===== config.mk =====
export PLATFORM = sky130hd
export DESIGN_NAME = main_fsm
export DESIGN_NICKNAME = d
export VERILOG_FILES = /design/src/rtl/main_fsm.sv
export SDC_FILE = /design/constraint.sdc
export NUM_CORES = 1
export LEC_CHECK = 0
export ABC_AREA = 1
export CAP_MARGIN = 20
export CORE_UTILIZATION = 39
export DETAILED_ROUTE_END_ITERATION = 8
export GPL_TIMING_DRIVEN = 0
export PLACE_DENSITY = 0.83
export SKIP_CTS_REPAIR_TIMING = 1
export SLEW_MARGIN = 5
export SYNTH_ARGS = -nofsm -noshare
export SYNTH_HDL_FRONTEND = slang
export SYNTH_SLANG_ARGS = --single-unit

===== constraint.sdc =====
create_clock -name clk -period 3.04 [get_ports clk]
set_input_delay 0.608 -clock clk [delete_from_list [all_inputs] [get_ports clk]]
set_output_delay 0.608 -clock clk [all_outputs]
set_load 0.02 [all_outputs]

===== src/rtl/main_fsm.sv =====
// Multicycle RV32I-subset main controller: sequences fetch/decode/execute/memory/writeback
// and drives every datapath enable, mux select and the ALUOp to the ALU decoder.
module main_fsm #(
   parameter int MEM_TIMEOUT = 0,
   parameter int CNT_W       = 8
) (
   input  logic       clk,
   input  logic       rst_n,
   input  logic [6:0] op,
   input  logic [2:0] funct3,
   input  logic       zero,
   input  logic       lt,
   input  logic       mem_ready,
   output logic       PCWrite,
   output logic       AdrSrc,
   output logic       MemWrite,
   output logic       IRWrite,
   output logic       RegWrite,
   output logic [1:0] ResultSrc,
   output logic [1:0] ALUSrcA,
   output logic [1:0] ALUSrcB,
   output logic [1:0] ImmSrc,
   output logic [1:0] ALUOp,
   output logic       illegal,
   output logic       mem_err,
   output logic       retire
);

   typedef enum logic [3:0] {
      S_FETCH    = 4'd0,
      S_DECODE   = 4'd1,
      S_MEMADR   = 4'd2,
      S_MEMREAD  = 4'd3,
      S_MEMWB    = 4'd4,
      S_MEMWRITE = 4'd5,
      S_EXECUTER = 4'd6,
      S_EXECUTEI = 4'd7,
      S_ALUWB    = 4'd8,
      S_BRANCH   = 4'd9,
      S_JAL      = 4'd10
   } state_t;

   localparam logic [6:0] OP_LOAD   = 7'b0000011;
   localparam logic [6:0] OP_STORE  = 7'b0100011;
   localparam logic [6:0] OP_RTYPE  = 7'b0110011;
   localparam logic [6:0] OP_ITYPE  = 7'b0010011;
   localparam logic [6:0] OP_BRANCH = 7'b1100011;
   localparam logic [6:0] OP_JAL    = 7'b1101111;

   state_t           state, nxt;
   logic [CNT_W-1:0] tcnt;
   logic             waiting, tmo, taken;
   logic [1:0]       imm_op;

   // Only the three states that talk to memory can stall on mem_ready.
   assign waiting = ((state == S_FETCH) || (state == S_MEMREAD) || (state == S_MEMWRITE))
                    && !mem_ready;
   assign tmo     = (MEM_TIMEOUT != 0) && waiting && (tcnt == CNT_W'(MEM_TIMEOUT));

   always_comb begin
      case (op)
         OP_STORE:  imm_op = 2'b01;
         OP_BRANCH: imm_op = 2'b10;
         OP_JAL:    imm_op = 2'b11;
         default:   imm_op = 2'b00;
      endcase
   end

   always_comb begin
      case (funct3)
         3'b000:  taken = zero;
         3'b001:  taken = ~zero;
         3'b100:  taken = lt;
         default: taken = 1'b0;
      endcase
   end

   always_ff @(posedge clk or negedge rst_n) begin
      if (!rst_n) begin
         state <= S_FETCH;
         tcnt  <= '0;
      end else begin
         state <= nxt;
         // An aborted FETCH stays in FETCH, so the abort must clear the count too.
         if ((nxt != state) || tmo) tcnt <= '0;
         else if (waiting)          tcnt <= tcnt + 1'b1;
         else                       tcnt <= '0;
      end
   end

   always_comb begin
      nxt       = S_FETCH;
      PCWrite   = 1'b0;
      AdrSrc    = 1'b0;
      MemWrite  = 1'b0;
      IRWrite   = 1'b0;
      RegWrite  = 1'b0;
      ResultSrc = 2'b00;
      ALUSrcA   = 2'b00;
      ALUSrcB   = 2'b00;
      ImmSrc    = 2'b00;
      ALUOp     = 2'b00;
      illegal   = 1'b0;
      mem_err   = 1'b0;
      retire    = 1'b0;
      case (state)
         S_FETCH: begin
            ALUSrcB   = 2'b10;
            ResultSrc = 2'b10;
            IRWrite   = mem_ready;
            PCWrite   = mem_ready;
            if (mem_ready) nxt = S_DECODE;
            else           mem_err = tmo;
         end
         S_DECODE: begin
            ALUSrcA = 2'b01;
            ALUSrcB = 2'b01;
            ImmSrc  = imm_op;
            case (op)
               OP_LOAD, OP_STORE: nxt = S_MEMADR;
               OP_RTYPE:          nxt = S_EXECUTER;
               OP_ITYPE:          nxt = S_EXECUTEI;
               OP_BRANCH:         nxt = S_BRANCH;
               OP_JAL:            nxt = S_JAL;
               default: begin
                  illegal = 1'b1;
                  retire  = 1'b1;
               end
            endcase
         end
         S_MEMADR: begin
            ALUSrcA = 2'b10;
            ALUSrcB = 2'b01;
            ImmSrc  = imm_op;
            nxt     = (op == OP_LOAD) ? S_MEMREAD : S_MEMWRITE;
         end
         S_MEMREAD: begin
            AdrSrc = 1'b1;
            if (mem_ready) nxt = S_MEMWB;
            else if (tmo)  mem_err = 1'b1;
            else           nxt = S_MEMREAD;
         end
         S_MEMWB: begin
            ResultSrc = 2'b01;
            RegWrite  = 1'b1;
            retire    = 1'b1;
         end
         S_MEMWRITE: begin
            AdrSrc   = 1'b1;
            MemWrite = 1'b1;
            if (mem_ready) retire = 1'b1;
            else if (tmo)  mem_err = 1'b1;
            else           nxt = S_MEMWRITE;
         end
         S_EXECUTER: begin
            ALUSrcA = 2'b10;
            ALUOp   = 2'b10;
            nxt     = S_ALUWB;
         end
         S_EXECUTEI: begin
            ALUSrcA = 2'b10;
            ALUSrcB = 2'b01;
            ALUOp   = 2'b10;
            nxt     = S_ALUWB;
         end
         S_ALUWB: begin
            RegWrite = 1'b1;
            retire   = 1'b1;
         end
         S_BRANCH: begin
            ALUSrcA = 2'b10;
            ALUOp   = 2'b01;
            ImmSrc  = 2'b10;
            PCWrite = taken;
            retire  = 1'b1;
         end
         S_JAL: begin
            ALUSrcA = 2'b01;
            ALUSrcB = 2'b10;
            ImmSrc  = 2'b11;
            PCWrite = 1'b1;
            nxt     = S_ALUWB;
         end
         default: nxt = S_FETCH;
      endcase
   end

endmodule


## Word-level counts from Yosys, hierarchy flattened

Cells that the tools add are included.

| storage, ports and cells | value |
|---|---|
| input bits | 15 |
| flip-flop bits (word level) | 4 |

| cells by class | value |
|---|---|
| reduce and logical (&&, ||, !) cells | 14 |
| bitwise logic cells | 1 |
| mux-type cells | 22 |
| equality and inequality tests | 18 |

Operator list:

| kind | count |
|---|---|
| $pmux W4 S6 | 1 |
| $pmux W4 S5 | 1 |
| $eq A4 B3 Y1 const B | 4 |
| $pmux W2 S2 | 4 |
| $eq A7 B6 Y1 const B | 2 |
| $eq A7 B7 Y1 const B | 2 |
| $reduce_or A2 Y1 | 7 |
| $eq A4 B4 Y1 const B | 3 |
| $pmux W2 S3 | 2 |
| $mux W3 | 3 |
| $pmux W1 S3 | 3 |
| $reduce_or A3 Y1 | 3 |
| $eq A4 B2 Y1 const B | 2 |
| $mux W1 | 8 |
| $eq A7 B2 Y1 const B | 1 |
| $eq A7 B5 Y1 const B | 1 |
| $reduce_or A6 Y1 | 1 |
| $eq A4 B1 Y1 const B | 1 |
| $logic_not A4 Y1 | 1 |
| $reduce_or A4 Y1 | 1 |
| $eq A3 B1 Y1 const B | 1 |
| $eq A3 B3 Y1 const B | 1 |
| $logic_not A3 Y1 | 1 |
| $not A1 Y1 | 1 |

## Depth between registers and ports, before layout

Gate-level depths: netlist of run 1.

| logic depth | value |
|---|---|
| depth in word-level cells | 4 |
| gate-level depth with buffers | 7 |

## Worst setup path before layout of run 1

OpenSTA, ideal clock, no wires.

| timing path | value |
|---|---|
| path type | register to output |
| start | register state[1] |
| end | output PCWrite |
| data required time | 2.432 ns |
| setup slack | 1.228 ns |
| cell stages (with the launch flop) | 8 |
| arrival | 1.204 ns |
| cells stage by stage | dfrtp_1 > inv_2 > nand2_4 > inv_2 > nand2_2 > inv_2 > nand2_1 > o21bai_1 |

| between the ends | value |
|---|---|
| cells in the longest elaborated chain, start to end | 2 |
| elaborated cells on any way between the ends | 4 |

Ends and longest elaborated chain:

| item | RTL line | source |
|---|---|---|
| start, declared | 50 | `state_t state, nxt;` |
| start signal, assigned | 83 | `state <= nxt;` |
| $eq A4 B4 Y1 / $logic_not A4 Y1 (equally long branches) | 106 | `case (state)` |
| $pmux W1 S3 * | 106 |  |
| end, declared | 14 | `output logic PCWrite,` |

Every way passes the cells marked *; elsewhere a longest branch is shown, timed or not.

## Worst setup path after layout of run 1

| timing path | value |
|---|---|
| start | input op[4] |
| end | output ImmSrc[0] |

| between the ends | value |
|---|---|
| cells in the longest elaborated chain, start to end | 3 |
| elaborated cells on any way between the ends | 5 |

Ends and longest elaborated chain:

| item | RTL line | source |
|---|---|---|
| start, declared | 9 | `input logic [6:0] op,` |
| $eq A7 B7 Y1 / $eq A7 B6 Y1 (equally long branches) | 61 | `case (op)` |
| $pmux W2 S3 * | 61 |  |
| $pmux W2 S3 * | 106 |  |
| end, declared | 22 | `output logic [1:0] ImmSrc,` |

Marks and branches as above.

==> summary.txt, run 1 <==
H-Tree Depth - 1
Max clock buf depth - 2
crit path DAT - 2.24 ns
Finished Layout Cells - 152
Die Area - 0.00158 mm2
Final setup violation count - 0
area grow syn2layout - 63.4%
final slew viol count - 0
Mapped Nets - 118
first-pass GRT wire length - 2170 um
largest reg by FF count - state
routed length per instance - 9.18 um
CTS sink count - 4
DRC viols - 0
mean post-synth cell area - 5.38 um2
Final GP Congestion - 0.819
Nets - 154
CP max FO - 4
core region area - 0.00132 mm2
GRT Total Usage - 0.195
clock slew seen by the registers of the worst setup and hold paths - 0.04 ns
CP Capture Type - output pin
Worst Path Required - 2.43 ns
row count - 13
grt total ovfl - 0
Die W - 39.7 um
Clock Latency Late Sink - 0.23 ns
PwrDens - 267 mW/mm2
top post-synthesis cells by area - nand2_1 23%, dfrtp_1 18%, inv_1 10%
kind of critical path - primary input to output pin
CTS tree - yes
largest registers - state x4
Antenna Nets Post-Route - 0
crit path launch type - primary input
routed wire length - 1400 um
Max-cap violations - 0
#FFs+latches synth - 4
Num CTS Buffers - 3
P_leak - 0.498 nW
DRT iter0 DRCs - 10
Final Hold Fails - 0
Antenna Cells - 0
Starting Density - 0.421
synth warn - 0
Die Y - 39.7 um
setup TNS - 0 ns
crit path time final - 2.85 ns
largest net degree at the start of global routing - 7
Yosys cell types - 21
Inst Count DP - 149
Sw Pwr - 0.0000840 W
Clock Power Share - 0.258
Detail Placement HPWL - 1220 um
worst hold-check path type - primary input to async pin
post-synth top area share - 0.230
Synth area leader - nand2_1
Final Cycle Share - 0.938
Clock Skew - 0.000463 ns
Vias - 718
switch share - 0.347
VDD IR max - 0.328 mV
status - complete, no violations
final core occ - 0.688
Reg power frac - 0.244
Vias per Instance - 4.72
fmax - 351 MHz
Post-Synthesis Cells - 103
Syn Std Cell Area - 554 um2
initial antenna violation count - 0
Root Driver - clkbuf_4
RSZ-0062 raised after global routing - no
Comb pwr share - 0.498
1st-pass router iterations - 6
Port-buffer cells - 31
IO Count - 33
Seq/Total Area, Yosys - 0.181
Pint - 0.000158 W
vias in the first global route - 596
layout cells sized above 1 - 0.139
max reg flops - 4
[per-stage QoR]
| step | cell area, um2 | setup WS, ns | total power [W] | hold slack [ns] |
|---|---|---|---|---|
| final | 906 | 0.189 | 0.000242 | 0.581 |
| after global routing | 906 | 0.0331 | 0.000262 | 0.580 |
| after CTS | 906 | 0.185 | 0.000245 | 0.578 |
| after detailed placement | 883 | 0.188 | 0.000180 | 0.731 |
| after global placement | 883 | 0.212 | 0.000179 | 0.740 |
| after floorplan | 554 | 1.23 | 0.000122 | 0.312 |
[cell usage after synthesis, drive strengths merged]
cell type and count:
a21oi 2, nand2 38, o21bai 1, nor2 17, xor2 1, o211ai 1
o22ai 1, inv 20, buf 1, nand4 2, o21ai 3, nand3 11
dfrtp 4, conb 1
[critical path: stages]
cell             delay (ns)
clkdlybuf4s50_1        0.45
inv_1                  0.07
nand2_1                0.07
nor2_1                 0.12
nand2_1                0.10
nand2_1                0.09
nand3_1                0.07
nand2_1                0.06
clkdlybuf4s50_1        0.60
[placed cells by master, fill, tap and decap left out, types with 2 or more instances in the layout]
| master | count |
|---|---|
| o21ai_0 | 3 |
| dfrtp_1 | 4 |
| nor2_1 | 13 |
| clkbuf_4 | 3 |
| nand3_1 | 10 |
| nand4_1 | 2 |
| nor2_2 | 3 |
| inv_2 | 5 |
| nand2_1 | 34 |
| clkdlybuf4s50_1 | 31 |
| nand2_2 | 3 |
| inv_1 | 15 |
[per-layer routing]
layer  up-vias  track usage  share of wire
met5         -            0              0
met1       316        0.213           0.43
li1        383            -              -
met4         0       0.0259              0
met2        19        0.398           0.53
met3         0       0.0170          0.034
[logic make-up after synthesis]
family,count (synthesis),synth area share
xor+xnor,1,0.0158
other cells,1,0.00677
simple gates,68,0.558
flops,4,0.181
compound gates,8,0.0903
buf+inv,21,0.149
[power groups by stage]
| stage | sequential [W] | combinational [W] | clock [W] |
|---|---|---|---|
| floorplan | 0.0000591 | 0.0000632 | 0 |
| global placement | 0.0000594 | 0.000119 | 0 |
| detailed placement | 0.0000595 | 0.000120 | 0 |
| CTS | 0.0000588 | 0.000121 | 0.0000649 |
| global route | 0.0000591 | 0.000131 | 0.0000713 |
| finish | 0.0000589 | 0.000120 | 0.0000624 |
[path summary, 6_finish.rpt]
kind / start / endpoint / slack, ns / depth (start not counted)
min: rst_n / state[3] / 0.58 / 1
max: op[4] / ImmSrc[0] / 0.19 / 9
max in group asynchronous: rst_n / state[2] / 2.30 / 1
min reg2reg: state[0] / state[0] / 0.74 / 4
max reg2reg: state[2] / state[1] / 1.94 / 5
min in group clk: state[0] / state[0] / 0.74 / 4
[layout make-up]
| class | count | area [um2] |
|---|---|---|
| fill | 119 | 412 |
| tap | 15 | 18.8 |
| sequential | 4 | 100 |
| buffer | 1 | 7.51 |
| inverter | 20 | 75.1 |
| clock buffer | 3 | 22.5 |
| multi-input combinational | 78 | 372 |
| timing repair buffer | 31 | 310 |
No activity file was read; power rests on OpenSTA's default activity.
==> run 2, diff against run 1 <==
--- a/config.mk
+++ b/config.mk
@@ -6,7 +6,7 @@
 export NUM_CORES = 1
 export LEC_CHECK = 0
 export ABC_AREA = 1
-export CAP_MARGIN = 20
+export ABC_CLOCK_PERIOD_IN_PS = 3040
 export CORE_UTILIZATION = 39
 export DETAILED_ROUTE_END_ITERATION = 8
 export GPL_TIMING_DRIVEN = 0
==> results of run 2 <==
Final layout, timing and power as in run 1 (identical DEF).
==> run 3, diff against run 2 <==
--- a/config.mk
+++ b/config.mk
@@ -6,7 +6,6 @@
 export NUM_CORES = 1
 export LEC_CHECK = 0
 export ABC_AREA = 1
-export ABC_CLOCK_PERIOD_IN_PS = 3040
 export CORE_UTILIZATION = 39
 export DETAILED_ROUTE_END_ITERATION = 8
 export GPL_TIMING_DRIVEN = 0
==> results of run 3 <==
Final layout, timing and power as in run 1 (identical DEF).
